--- src/rtl/uart_pkg.sv ---
// ---------------------------------------------------------------------------
// uart_pkg -- definitions shared by the UART command receiver and the
// status-dump transmitter that sits on the same pins and clock.
//
// Contents:
//   DELAY_FRAMES_DEFAULT    clock cycles per bit (27 MHz / 115200 baud)
//   TIMEOUT_CYCLES_DEFAULT  inter-byte abort limit (100 ms at 27 MHz)
//   CMD_FEED..CMD_STATUS    command codes delivered on cmd_code
//   ASCII_CR, ASCII_LF      line terminator / ignored line feed
//   rx_state_t              byte receiver states
//   parse_state_t           command line parser states
//   decode_letter()         command letter -> code (case-insensitive)
//   is_digit()              '0'..'9' test
// ---------------------------------------------------------------------------
package uart_pkg;

    localparam int unsigned DELAY_FRAMES_DEFAULT   = 234;
    localparam int unsigned TIMEOUT_CYCLES_DEFAULT = 2700000;

    localparam logic [2:0] CMD_FEED   = 3'd0;
    localparam logic [2:0] CMD_PLAY   = 3'd1;
    localparam logic [2:0] CMD_BATH   = 3'd2;
    localparam logic [2:0] CMD_SLEEP  = 3'd3;
    localparam logic [2:0] CMD_WAKE   = 3'd4;
    localparam logic [2:0] CMD_TALK   = 3'd5;
    localparam logic [2:0] CMD_STATUS = 3'd6;

    localparam logic [7:0] ASCII_CR   = 8'h0D;
    localparam logic [7:0] ASCII_LF   = 8'h0A;
    localparam logic [7:0] ASCII_ZERO = 8'h30;
    localparam logic [7:0] ASCII_NINE = 8'h39;

    typedef enum logic [2:0] {
        RX_IDLE,
        RX_START,
        RX_DATA,
        RX_STOP,
        RX_BREAK
    } rx_state_t;

    typedef enum logic [1:0] {
        P_WAIT_CMD,
        P_WAIT_ARG,
        P_WAIT_CR,
        P_DISCARD
    } parse_state_t;

    typedef struct packed {
        logic       hit;
        logic [2:0] code;
    } cmd_decode_t;

    // Setting bit 5 folds upper-case letters onto lower case; for the
    // letters matched here no non-letter byte can alias onto them.
    function automatic cmd_decode_t decode_letter(input logic [7:0] b);
        cmd_decode_t r;
        r.hit  = 1'b1;
        r.code = CMD_FEED;
        case (b | 8'h20)
            8'h66:   r.code = CMD_FEED;   // f
            8'h70:   r.code = CMD_PLAY;   // p
            8'h62:   r.code = CMD_BATH;   // b
            8'h73:   r.code = CMD_SLEEP;  // s
            8'h77:   r.code = CMD_WAKE;   // w
            8'h74:   r.code = CMD_TALK;   // t
            8'h71:   r.code = CMD_STATUS; // q
            default: r.hit  = 1'b0;
        endcase
        return r;
    endfunction

    function automatic logic is_digit(input logic [7:0] b);
        return (b >= ASCII_ZERO) && (b <= ASCII_NINE);
    endfunction

endpackage

--- src/rtl/uart_cmd_rx_if.sv ---
// ---------------------------------------------------------------------------
// uart_cmd_rx_if -- serial input and command strobes of uart_cmd_rx.
//
// Signals:
//   uart_rx          serial line into the receiver (idle high, async)
//   cmd_valid        one-cycle strobe: command line accepted
//   cmd_code[2:0]    command code, valid with cmd_valid, held afterwards
//   cmd_arg[3:0]     argument 0..9, valid with cmd_valid, held afterwards
//   cmd_err          one-cycle strobe: malformed line rejected at CR
//   frame_err        one-cycle strobe: stop bit sampled low
//   busy             byte in flight or command line partially parsed
//   rx_state_dbg     byte receiver FSM state (observation only)
//   parse_state_dbg  parser FSM state (observation only)
//
// Handshake: cmd_valid, cmd_err and frame_err are push-only strobes with no
// ready/back-pressure; the consumer must act in the single cycle they are
// high. cmd_code/cmd_arg stay stable from one accept until the next.
//
// Modports: master = the receiver (drives strobes), slave = the consumer
// side that owns the serial line.
// ---------------------------------------------------------------------------
interface uart_cmd_rx_if;
    import uart_pkg::*;

    logic         uart_rx;
    logic         cmd_valid;
    logic [2:0]   cmd_code;
    logic [3:0]   cmd_arg;
    logic         cmd_err;
    logic         frame_err;
    logic         busy;
    rx_state_t    rx_state_dbg;
    parse_state_t parse_state_dbg;

    modport master (
        input  uart_rx,
        output cmd_valid, cmd_code, cmd_arg, cmd_err, frame_err, busy,
        output rx_state_dbg, parse_state_dbg
    );

    modport slave (
        output uart_rx,
        input  cmd_valid, cmd_code, cmd_arg, cmd_err, frame_err, busy,
        input  rx_state_dbg, parse_state_dbg
    );

endinterface

--- src/rtl/uart_byte_rx.sv ---
// ---------------------------------------------------------------------------
// uart_byte_rx -- 8N1 byte receiver: 2-flop synchroniser plus RX FSM.
//
// Parameters:
//   DELAY_FRAMES  clock cycles per bit
//
// Ports:
//   clk            system clock
//   rst            synchronous active-high reset
//   rx_i           raw serial line (asynchronous, idle high)
//   byte_o         last received byte, stable while byte_strobe_o is high
//   byte_strobe_o  one cycle, the cycle after a good stop bit is sampled
//   frame_err_o    one cycle, the cycle after a low stop bit is sampled
//   idle_o         receiver in IDLE
//   state_o        receiver FSM state (observation)
// ---------------------------------------------------------------------------
module uart_byte_rx
    import uart_pkg::*;
#(
    parameter int unsigned DELAY_FRAMES = DELAY_FRAMES_DEFAULT
) (
    input  logic       clk,
    input  logic       rst,
    input  logic       rx_i,
    output logic [7:0] byte_o,
    output logic       byte_strobe_o,
    output logic       frame_err_o,
    output logic       idle_o,
    output rx_state_t  state_o
);

    localparam int unsigned    CW        = $clog2(DELAY_FRAMES) + 1;
    localparam logic [CW-1:0]  HALF_LAST = CW'(DELAY_FRAMES / 2 - 1);
    localparam logic [CW-1:0]  FULL_LAST = CW'(DELAY_FRAMES - 1);

    logic          sync1_q, sync2_q;
    rx_state_t     state_q, state_d;
    logic [CW-1:0] cnt_q, cnt_d;
    logic [2:0]    bit_idx_q, bit_idx_d;
    logic [7:0]    shift_q, shift_d;
    logic          byte_strobe_q, byte_strobe_d;
    logic          frame_err_q, frame_err_d;

    logic rx_s;
    assign rx_s = sync2_q;

    always_ff @(posedge clk) begin
        if (rst) begin
            sync1_q       <= 1'b1;
            sync2_q       <= 1'b1;
            state_q       <= RX_IDLE;
            cnt_q         <= '0;
            bit_idx_q     <= '0;
            shift_q       <= '0;
            byte_strobe_q <= 1'b0;
            frame_err_q   <= 1'b0;
        end else begin
            sync1_q       <= rx_i;
            sync2_q       <= sync1_q;
            state_q       <= state_d;
            cnt_q         <= cnt_d;
            bit_idx_q     <= bit_idx_d;
            shift_q       <= shift_d;
            byte_strobe_q <= byte_strobe_d;
            frame_err_q   <= frame_err_d;
        end
    end

    // The counter restarts at every sample point, so it only ever counts up
    // to FULL_LAST and never wraps inside a bit period.
    always_comb begin
        state_d       = state_q;
        cnt_d         = cnt_q;
        bit_idx_d     = bit_idx_q;
        shift_d       = shift_q;
        byte_strobe_d = 1'b0;
        frame_err_d   = 1'b0;

        case (state_q)
            RX_IDLE: begin
                cnt_d = '0;
                if (!rx_s) begin
                    state_d = RX_START;
                end
            end

            // Re-check the start bit at its middle; a high line here was a
            // glitch and is dropped silently.
            RX_START: begin
                if (cnt_q == HALF_LAST) begin
                    cnt_d = '0;
                    if (!rx_s) begin
                        state_d   = RX_DATA;
                        bit_idx_d = 3'd0;
                    end else begin
                        state_d = RX_IDLE;
                    end
                end else begin
                    cnt_d = cnt_q + CW'(1);
                end
            end

            RX_DATA: begin
                if (cnt_q == FULL_LAST) begin
                    cnt_d   = '0;
                    shift_d = {rx_s, shift_q[7:1]};   // LSB arrives first
                    if (bit_idx_q == 3'd7) begin
                        state_d = RX_STOP;
                    end else begin
                        bit_idx_d = bit_idx_q + 3'd1;
                    end
                end else begin
                    cnt_d = cnt_q + CW'(1);
                end
            end

            RX_STOP: begin
                if (cnt_q == FULL_LAST) begin
                    cnt_d = '0;
                    if (rx_s) begin
                        byte_strobe_d = 1'b1;
                        state_d       = RX_IDLE;
                    end else begin
                        frame_err_d = 1'b1;
                        state_d     = RX_BREAK;
                    end
                end else begin
                    cnt_d = cnt_q + CW'(1);
                end
            end

            // A low stop bit usually means a break or a wrong baud rate;
            // nothing is decoded until the line has returned high.
            RX_BREAK: begin
                if (rx_s) begin
                    state_d = RX_IDLE;
                end
            end

            default: state_d = RX_IDLE;
        endcase
    end

    assign byte_o        = shift_q;
    assign byte_strobe_o = byte_strobe_q;
    assign frame_err_o   = frame_err_q;
    assign idle_o        = (state_q == RX_IDLE);
    assign state_o       = state_q;

endmodule

--- src/rtl/uart_cmd_rx.sv ---
// ---------------------------------------------------------------------------
// uart_cmd_rx -- host-to-pet command path. Receives 8N1 bytes and parses
// short ASCII lines: letter, optional decimal digit, CR. LF is ignored.
// Letters (any case): F feed, P play, B bath, S sleep, W wake, T talk,
// Q status. Without a digit the argument defaults to 1.
//
// Parameters:
//   DELAY_FRAMES    clock cycles per bit
//   TIMEOUT_CYCLES  inter-byte abort limit (only with CMD_TIMEOUT_EN)
//
// Ports:
//   clk   system clock
//   rst   synchronous active-high reset
//   bus   uart_cmd_rx_if.master: uart_rx in; cmd_valid, cmd_code, cmd_arg,
//         cmd_err, frame_err, busy and FSM state observation out
//
// Build option:
//   CMD_TIMEOUT_EN  when defined, a partial line left idle for
//                   TIMEOUT_CYCLES cycles is dropped silently; otherwise a
//                   partial line waits for its CR indefinitely.
// ---------------------------------------------------------------------------
module uart_cmd_rx
    import uart_pkg::*;
#(
    parameter int unsigned DELAY_FRAMES   = DELAY_FRAMES_DEFAULT,
    parameter int unsigned TIMEOUT_CYCLES = TIMEOUT_CYCLES_DEFAULT
) (
    input  logic          clk,
    input  logic          rst,
    uart_cmd_rx_if.master bus
);

    logic [7:0]  rx_byte;
    logic        rx_strobe;
    logic        rx_ferr;
    logic        rx_idle;
    rx_state_t   rx_state;

    uart_byte_rx #(
        .DELAY_FRAMES (DELAY_FRAMES)
    ) u_byte_rx (
        .clk           (clk),
        .rst           (rst),
        .rx_i          (bus.uart_rx),
        .byte_o        (rx_byte),
        .byte_strobe_o (rx_strobe),
        .frame_err_o   (rx_ferr),
        .idle_o        (rx_idle),
        .state_o       (rx_state)
    );

    parse_state_t pstate_q, pstate_d;
    logic [2:0]   pend_code_q, pend_code_d;
    logic [3:0]   pend_arg_q, pend_arg_d;
    logic         cmd_valid_q, cmd_valid_d;
    logic [2:0]   cmd_code_q, cmd_code_d;
    logic [3:0]   cmd_arg_q, cmd_arg_d;
    logic         cmd_err_q, cmd_err_d;
    logic         timeout_hit;
    cmd_decode_t  dec;

    assign dec = decode_letter(rx_byte);

`ifdef CMD_TIMEOUT_EN
    localparam int unsigned   TW      = $clog2(TIMEOUT_CYCLES + 1);
    localparam logic [TW-1:0] TO_LAST = TW'(TIMEOUT_CYCLES - 1);

    logic [TW-1:0] to_cnt_q;

    // Counts idle line time inside a partial line; any received byte
    // restarts it, and it is held clear while no line is open.
    always_ff @(posedge clk) begin
        if (rst || rx_strobe || (pstate_q == P_WAIT_CMD)) begin
            to_cnt_q <= '0;
        end else if (rx_idle) begin
            if (to_cnt_q == TO_LAST) begin
                to_cnt_q <= '0;
            end else begin
                to_cnt_q <= to_cnt_q + TW'(1);
            end
        end
    end

    assign timeout_hit = rx_idle && (pstate_q != P_WAIT_CMD) && (to_cnt_q == TO_LAST);
`else
    localparam int unsigned TIMEOUT_UNUSED = TIMEOUT_CYCLES;
    assign timeout_hit = 1'b0;
`endif

    always_ff @(posedge clk) begin
        if (rst) begin
            pstate_q    <= P_WAIT_CMD;
            pend_code_q <= CMD_FEED;
            pend_arg_q  <= 4'd0;
            cmd_valid_q <= 1'b0;
            cmd_code_q  <= 3'd0;
            cmd_arg_q   <= 4'd0;
            cmd_err_q   <= 1'b0;
        end else begin
            pstate_q    <= pstate_d;
            pend_code_q <= pend_code_d;
            pend_arg_q  <= pend_arg_d;
            cmd_valid_q <= cmd_valid_d;
            cmd_code_q  <= cmd_code_d;
            cmd_arg_q   <= cmd_arg_d;
            cmd_err_q   <= cmd_err_d;
        end
    end

    // byte strobe and frame error come from the same stop-bit sample and
    // are therefore never high together.
    always_comb begin
        pstate_d    = pstate_q;
        pend_code_d = pend_code_q;
        pend_arg_d  = pend_arg_q;
        cmd_valid_d = 1'b0;
        cmd_code_d  = cmd_code_q;
        cmd_arg_d   = cmd_arg_q;
        cmd_err_d   = 1'b0;

        if (rx_ferr) begin
            // A corrupted byte poisons a line already in progress.
            if (pstate_q != P_WAIT_CMD) begin
                pstate_d = P_DISCARD;
            end
        end else if (rx_strobe && (rx_byte != ASCII_LF)) begin
            case (pstate_q)
                P_WAIT_CMD: begin
                    if (dec.hit) begin
                        pend_code_d = dec.code;
                        pend_arg_d  = 4'd1;
                        pstate_d    = P_WAIT_ARG;
                    end else if (rx_byte != ASCII_CR) begin
                        pstate_d = P_DISCARD;
                    end
                end

                P_WAIT_ARG: begin
                    if (is_digit(rx_byte)) begin
                        // '0'..'9' are 0x30..0x39: the low nibble is the value.
                        pend_arg_d = rx_byte[3:0];
                        pstate_d   = P_WAIT_CR;
                    end else if (rx_byte == ASCII_CR) begin
                        cmd_valid_d = 1'b1;
                        cmd_code_d  = pend_code_q;
                        cmd_arg_d   = pend_arg_q;
                        pstate_d    = P_WAIT_CMD;
                    end else begin
                        pstate_d = P_DISCARD;
                    end
                end

                P_WAIT_CR: begin
                    if (rx_byte == ASCII_CR) begin
                        cmd_valid_d = 1'b1;
                        cmd_code_d  = pend_code_q;
                        cmd_arg_d   = pend_arg_q;
                        pstate_d    = P_WAIT_CMD;
                    end else begin
                        pstate_d = P_DISCARD;
                    end
                end

                P_DISCARD: begin
                    if (rx_byte == ASCII_CR) begin
                        cmd_err_d = 1'b1;
                        pstate_d  = P_WAIT_CMD;
                    end
                end

                default: pstate_d = P_WAIT_CMD;
            endcase
        end else if (timeout_hit) begin
            pstate_d = P_WAIT_CMD;
        end
    end

    assign bus.cmd_valid       = cmd_valid_q;
    assign bus.cmd_code        = cmd_code_q;
    assign bus.cmd_arg         = cmd_arg_q;
    assign bus.cmd_err         = cmd_err_q;
    assign bus.frame_err       = rx_ferr;
    assign bus.busy            = !rx_idle || (pstate_q != P_WAIT_CMD);
    assign bus.rx_state_dbg    = rx_state;
    assign bus.parse_state_dbg = pstate_q;

endmodule

--- src/flat_wrapper.sv ---
// flat-port wrapper written by rule: the top's interface ports become plain ports
module uart_cmd_rx_flat import uart_pkg::*;
#(
    parameter int unsigned DELAY_FRAMES   = DELAY_FRAMES_DEFAULT,
    parameter int unsigned TIMEOUT_CYCLES = TIMEOUT_CYCLES_DEFAULT
)
  (clk, rst, bus_uart_rx, bus_cmd_valid, bus_cmd_code, bus_cmd_arg, bus_cmd_err, bus_frame_err, bus_busy, bus_rx_state_dbg, bus_parse_state_dbg);
  uart_cmd_rx_if bus_i ();
  input  logic clk;
  input  logic rst;
  input wire logic [$bits(bus_i.uart_rx)-1:0] bus_uart_rx;
  output wire logic [$bits(bus_i.cmd_valid)-1:0] bus_cmd_valid;
  output wire logic [$bits(bus_i.cmd_code)-1:0] bus_cmd_code;
  output wire logic [$bits(bus_i.cmd_arg)-1:0] bus_cmd_arg;
  output wire logic [$bits(bus_i.cmd_err)-1:0] bus_cmd_err;
  output wire logic [$bits(bus_i.frame_err)-1:0] bus_frame_err;
  output wire logic [$bits(bus_i.busy)-1:0] bus_busy;
  output wire logic [$bits(bus_i.rx_state_dbg)-1:0] bus_rx_state_dbg;
  output wire logic [$bits(bus_i.parse_state_dbg)-1:0] bus_parse_state_dbg;
  assign bus_i.uart_rx = bus_uart_rx;
  assign bus_cmd_valid = bus_i.cmd_valid;
  assign bus_cmd_code = bus_i.cmd_code;
  assign bus_cmd_arg = bus_i.cmd_arg;
  assign bus_cmd_err = bus_i.cmd_err;
  assign bus_frame_err = bus_i.frame_err;
  assign bus_busy = bus_i.busy;
  assign bus_rx_state_dbg = bus_i.rx_state_dbg;
  assign bus_parse_state_dbg = bus_i.parse_state_dbg;
  uart_cmd_rx #(.DELAY_FRAMES(DELAY_FRAMES), .TIMEOUT_CYCLES(TIMEOUT_CYCLES)) u_core (.clk(clk), .rst(rst), .bus(bus_i));
endmodule
--- config.mk ---
export PLATFORM = sky130hd
export DESIGN_NAME = uart_cmd_rx_flat
export DESIGN_NICKNAME = d
export VERILOG_FILES = /design/src/rtl/uart_pkg.sv /design/src/rtl/uart_cmd_rx_if.sv /design/src/rtl/uart_byte_rx.sv /design/src/rtl/uart_cmd_rx.sv /design/src/flat_wrapper.sv
export SDC_FILE = /design/constraint.sdc
export NUM_CORES = 1
export LEC_CHECK = 0
export CAP_MARGIN = 40
export CORE_MARGIN = 4
export CORE_UTILIZATION = 50
export CTS_CLUSTER_DIAMETER = 80
export DETAILED_ROUTE_END_ITERATION = 8
export PLACE_DENSITY = 0.69
export SETUP_SLACK_MARGIN = 0.2
export SLEW_MARGIN = 20
export SYNTH_ARGS = -nofsm -noshare
export SYNTH_HDL_FRONTEND = slang
export SYNTH_SLANG_ARGS = --single-unit
--- constraint.sdc ---
create_clock -name clk -period 1.98 [get_ports clk]
set_input_delay 0.297 -clock clk [delete_from_list [all_inputs] [get_ports clk]]
set_output_delay 0.297 -clock clk [all_outputs]
set_load 0.02 [all_outputs]
After elaboration in Yosys (flattened, before gate mapping)
Cells that the tools add are included.
{"block": "totals", "regBits": 45, "wordCells": 124, "output_inout_bits": 16, "in_bits": 3}
{"block": "classes", "magnitude_cmp": 2, "reduce_logical": 24, "muxes": 42, "n_addsub": 2, "n_bitwise": 5, "eq_ne": 34}
{"operator": "7-bit by 6-bit equality test with 1-bit output (second input constant)", "count": 7}
{"operator": "3-bit 2-to-1 mux", "count": 13}
{"operator": "9-bit one-hot mux with 3 select lines", "count": 1}
{"operator": "2-bit 2-to-1 mux", "count": 9}
{"operator": "9-bit 2-to-1 mux", "count": 2}
{"operator": "2-bit != test (second input constant)", "count": 9}
{"operator": "3-bit one-hot mux with 6 select lines", "count": 1}
{"operator": "4-bit 2-to-1 mux", "count": 4}
{"operator": "8-bit by 4-bit != test with 1-bit output (second input constant)", "count": 2}
{"operator": "4-bit one-hot mux with 2 select lines", "count": 2}
{"operator": "3-bit one-hot mux with 5 select lines", "count": 1}
{"operator": "3-bit one-hot mux with 2 select lines", "count": 2}
{"operator": "4-bit AND reduction", "count": 3}
{"operator": "5-bit AND reduction", "count": 2}
{"operator": "2-bit nonzero test", "count": 5}
{"operator": "9-bit by 1-bit adder with 9-bit output (second input constant)", "count": 1}
{"operator": "9-bit by 7-bit equality test with 1-bit output (second input constant)", "count": 1}
{"operator": "9-bit by 8-bit equality test with 1-bit output (second input constant)", "count": 1}
{"operator": "8-bit by 4-bit equality test with 1-bit output (second input constant)", "count": 1}
{"operator": "8-bit by 6-bit >= comparator with 1-bit output (second input constant)", "count": 1}
{"operator": "8-bit by 6-bit less-or-equal comparator with 1-bit output (second input constant)", "count": 1}
{"operator": "2-bit one-hot mux with 4 select lines", "count": 1}
{"operator": "7-bit OR reduction", "count": 1}
{"operator": "3-bit by 2-bit equality test with 1-bit output (second input constant)", "count": 2}
{"operator": "22 further kinds", "count": 36}

Longest topological paths before layout
{"block": "logic_depth", "word_depth": 7, "ltp_mapped": 8, "ltp_nobuf": 7}

Modules after synthesis
Synthesis repeated with hierarchy kept, for this count alone.
{"block": "unflattened", "cells_unflattened": 280, "area_unflattened_um2": 2581.2}
{"module": "uart_byte_rx", "cells_per_inst": 155, "n_inst": 1, "area_each_um2": 1472.7, "seq_area_each_um2": 540.5}
{"module": "uart_cmd_rx", "cells_per_inst": 125, "n_inst": 1, "area_each_um2": 1108.6, "seq_area_each_um2": 360.3}

Worst setup path before layout
No wires, ideal clock.
{"block": "synth_timing", "kind": "reg2reg", "start": "register u_core.u_byte_rx.state_q[1], in the netlist u_core.u_byte_rx.state_o[1]", "end": "register u_core.u_byte_rx.bit_idx_q[0]", "stages_incl_launch_ff": 8, "slack_ns": 0.073, "arrival_time_ns": 1.775, "path_buffers": 2, "required_ns": 1.848, "setup_ns": 0.132, "period_less_slack_ns": 1.907, "cell_sequence": "dfxtp_1 -> buf_2 -> or3b_2 -> nor4_1 -> buf_2 -> a21oi_1 -> o21ai_0 -> a21oi_1"}
{"block": "synth_via", "elab_chain_cells": 3, "word_cells_on_any_way": 9, "cone_classes": "eq/ne: 6; mux: 1; reduce/logical: 2"}
{"element": "start: declaration", "line_no": "uart_byte_rx.sv:37", "rtl": "rx_state_t state_q, state_d;"}
{"element": "start signal: assignment", "line_no": "uart_byte_rx.sv:60", "rtl": "state_q <= state_d;"}
{"element": "3-bit by 2-bit equality test with 1-bit output / 3-bit by 1-bit equality test with 1-bit output (equally long branches)", "line_no": "uart_byte_rx.sv:79", "rtl": "case (state_q)"}
{"element": "2-bit != test (no line) / 2-bit nonzero test (equally long branches)"}
{"element": "5-bit AND reduction (no line)"}
{"element": "end signal: assignment", "line_no": "uart_byte_rx.sv:62", "rtl": "bit_idx_q <= bit_idx_d;"}
{"element": "end: declaration", "line_no": "uart_byte_rx.sv:39", "rtl": "logic [2:0] bit_idx_q, bit_idx_d;"}
Parallel ways exist; a longest one is shown, timed or not.
A chain may end at the register's enable or synchronous reset.

Worst setup path in the final report
{"block": "layout_timing", "start": "register u_core.u_byte_rx.frame_err_q, in the netlist u_core.u_byte_rx.frame_err_o", "end": "register u_core.pend_code_q[2]"}
{"block": "layout_via", "elab_chain_cells": 2}
{"element": "start: declaration", "line_no": "uart_byte_rx.sv:42", "rtl": "logic frame_err_q, frame_err_d;"}
{"element": "start signal: assignment", "line_no": "uart_byte_rx.sv:65", "rtl": "frame_err_q <= frame_err_d;"}
{"element": "1-bit inverter (no line)"}
{"element": "4-bit AND reduction (no line)"}
{"element": "end signal: assignment", "line_no": "uart_cmd_rx.sv:101", "rtl": "pend_code_q <= pend_code_d;"}
{"element": "end: declaration", "line_no": "uart_cmd_rx.sv:53", "rtl": "logic [2:0] pend_code_q, pend_code_d;"}
Every way passes these cells.

==> results.sh <==
export IMPL_worstSetupEndpoint="u_core.pend_code_q[2]"
export IMPL_drive_gt1_share_pct=28.2
export IMPL_worst_slack_ns=0.140
export IMPL_synth_cell_types=61
export IMPL_synth_edf_count=0
export IMPL_fillers=348
export IMPL_gr_usage_all_layers_pct=18.8
export IMPL_r2r_start="u_core.u_byte_rx.frame_err_o"
export IMPL_clockRootBuffer="clkbuf_8"
export IMPL_viasPerCell=5.65
export IMPL_setup_viol=0
export IMPL_chipWidth_um=75.7
export IMPL_leakagePower_uw=0.00110
export IMPL_power_uw=1670
export IMPL_grt_start_max_net_pins=42
export IMPL_ys_top_cells_by_count="45 x dfxtp_1, 25 x nor2_1, 22 x a21oi_1"
export IMPL_synth_seq_area_share_pct=39.3
export IMPL_tightest_slew_ns=0.426
export IMPL_synth_warnings=0
export IMPL_die_h_um=75.7
export IMPL_crit_type="reg -> reg"
export IMPL_grt_pass1_vias=1731
export IMPL_netlist_area_leader_share_pct=39.3
export IMPL_arrival_ns=2.08
export IMPL_max_clock_freq_mhz=544
export IMPL_io_buffers=18
export IMPL_hpwl_um=3320
export IMPL_grt_setup_unrepaired="yes"
export IMPL_drc=0
export IMPL_cts_tree="yes"
export IMPL_power_per_cell_area_nw_per_um2=570
export IMPL_slew_violations=0
export IMPL_tns_ns=0
export IMPL_crit_required_ns=2.22
export IMPL_relSlewSlack_pct=71.5
export IMPL_reg2reg_depth=6
export IMPL_clk_pin_slew_ns=0.08
export IMPL_wl_um=5140
export IMPL_ios=19
export IMPL_cp_end_kind="register"
export IMPL_layout_worst_path_cycle_share_pct=92.9
export IMPL_synth_cells=256
export IMPL_initial_utilization_pct=52.3
export IMPL_worstPathMaxFanout=5
export IMPL_synthesis_area_um2=2290
export IMPL_row_count=24
export IMPL_coreArea_um2=4380
export IMPL_cts_path_max_buffers=2
export IMPL_antenna_found_initial=0
export IMPL_grt_pass1_wl_um=8140
export IMPL_hold_path_class="reg -> reg"
export IMPL_pre_cts_ws_ns=0.0306
export IMPL_avgSynthCellArea_um2=8.95
export IMPL_ff2ff_setup_slack_ns=0.14
export IMPL_fin_nets=305
export IMPL_ys_seq_elements=45
export IMPL_vias=1954
export IMPL_peakVddDrop_mv=0.583
export IMPL_skew_ns=0.00433
export IMPL_min_period_ns=1.84
export IMPL_clk_latency_ns=0.30
export IMPL_syn2layout_area_growth_pct=28.3
export IMPL_crit_path_start="u_core.u_byte_rx.frame_err_o"
export IMPL_firstDrtPassIters=4
export IMPL_cts_sinks=45
export IMPL_synth_area_top_cells="dfxtp_1 39%, mux2i_1 6.6%, ha_1 4.9%"
export IMPL_grt_overflow_total=0
export IMPL_post_drt_wl_per_cell_um=14.9
export IMPL_ys_async_sr_fraction_pct=0
export IMPL_final_core_util_pct=67.1
export IMPL_ys_flop_type="dfxtp_1"
export IMPL_maxCapViolations=0
export IMPL_die_area_um2=5730
export IMPL_antenna_left=0
export IMPL_h_tree_depth=2
export IMPL_final_hold_viol_count=0
export IMPL_status="finished, final reports clean"
export IMPL_synth_fp_nets=268
export IMPL_yosys_area_top_type="dfxtp_1"
export IMPL_drt_initial_drc_count=125
export IMPL_synth_most_common_cell="dfxtp_1"
export IMPL_timing_hold_ws_ns=0.425
export IMPL_cts_buffers=5
export IMPL_timing_rr_end="u_core.pend_code_q[2]"
export IMPL_cp_start_kind="register"
export IMPL_gp_congestion=0.845
export IMPL_diodes=0
==> routing by layer <==
layer	part of all wire, %	track usage [%]
met3	5.5	4.35
met1	46	26.6
met4	2.0	7.38
met2	46	27.5
met5	0	0
==> worst min-delay path by stage <==
stage / start / endpoint / slack (ns) / cells past startpoint
after global placement: u_core.u_byte_rx.sync1_q / u_core.u_byte_rx.rx_s / 0.40 / 1
final: u_core.u_byte_rx.sync1_q / u_core.u_byte_rx.rx_s / 0.43 / 1
after detailed placement: u_core.u_byte_rx.sync1_q / u_core.u_byte_rx.rx_s / 0.41 / 1
after CTS: u_core.u_byte_rx.sync1_q / u_core.u_byte_rx.rx_s / 0.43 / 1
after global routing: u_core.u_byte_rx.sync1_q / u_core.u_byte_rx.rx_s / 0.46 / 1
after floorplan: u_core.u_byte_rx.sync1_q / u_core.u_byte_rx.rx_s / 0.39 / 1
==> cell usage in the layout, fill, tap and decap left out, types with 2 or more instances in the layout <==
cell type,count
a211oi_1,2
a21oi_1,18
a21oi_2,4
a221oi_2,2
a22o_1,2
and2_1,4
buf_4,26
clkbuf_8,6
clkdlybuf4s50_1,16
dfxtp_1,31
dfxtp_2,9
dfxtp_4,5
dlygate4sd2_1,2
ha_1,6
ha_4,2
inv_1,7
mux2i_1,15
nand2_1,20
nand2b_1,6
nand3_1,8
nand3_2,2
nand3b_1,2
nand4_1,4
nor2_1,25
nor2b_1,5
nor3_1,7
nor3b_1,4
nor4_4,2
o21ai_0,3
o21ai_1,2
or2_2,3
or3_4,2
xnor2_1,4
==> power breakdown <==
part / leakage (µW) / switching (µW) / internal [µW] / total [µW]
Sequential: 0.000372 / 4.25 / 901 / 905
Combinational: 0.000669 / 25.9 / 18.9 / 44.8
Clock: 0.0000574 / 315 / 410 / 725
Total: 0.00110 / 345 / 1330 / 1670
==> flip-flops by register name (all words and copies together), names as in the netlist <==
name                            flops
u_core.u_byte_rx.cnt_q              9
u_core.u_byte_rx.rx_s               1
u_core.bus.parse_state_dbg          2
u_core.u_byte_rx.frame_err_o        1
u_core.bus.cmd_valid                1
u_core.bus.cmd_arg                  4
u_core.bus.cmd_code                 3
u_core.pend_code_q                  3
u_core.u_byte_rx.sync1_q            1
u_core.bus.cmd_err                  1
u_core.u_byte_rx.byte_strobe_o      1
u_core.u_byte_rx.bit_idx_q          3
u_core.u_byte_rx.state_o            3
u_core.pend_arg_q                   4
u_core.u_byte_rx.byte_o             8
==> worst max-delay path, cell delays in order (launching register included) <==
cell      delay [ns]
dfxtp_4         0.36
or2b_1          0.24
a31o_4          0.21
or3_4           0.35
buf_4           0.15
a2111o_1        0.34
a21oi_2         0.12
==> per-stage QoR <==
stage	cells	area, µm²
3_5_place_dp	322	2540
2_1_floorplan	256	2300
6_report	346	2940
3_3_place_gp	322	2540
5_1_grt	346	2940
4_1_cts	334	2740
==> what timing repair did <==
item | CTS | global route
resized for setup | 17 | 31
endpoints found under the hold margin | 0 | 0
pin swaps | 0 | 14
endpoints found under the setup margin | 27 | 36
hold buffers | 0 | 0
cloned | 0 | 1
buffers inserted | 4 | 11
==> layout make-up <==
class	count	area [µm²]	share of cell area, %
clock buffer	6	82.6	2.81
clock inverter	2	37.5	1.28
inverter	8	32.5	1.11
multi-input combinational	187	1390	47.2
sequential	45	931	31.7
tap	52	65.1	2.21
timing repair buffer	46	404	13.7
==> cells by family after synthesis <==
group                    share of synthesized area [%]
flip-flops                                        39.3
AND/OR/NAND/NOR                                   27.8
buffers and inverters                             6.01
adder cells (fa/ha/maj)                           4.92
multiplexers                                      6.55
AO/OA/AOI/OAI                                     13.9
XOR/XNOR                                          1.53
Note: power is estimated with default switching activity, not from simulation.
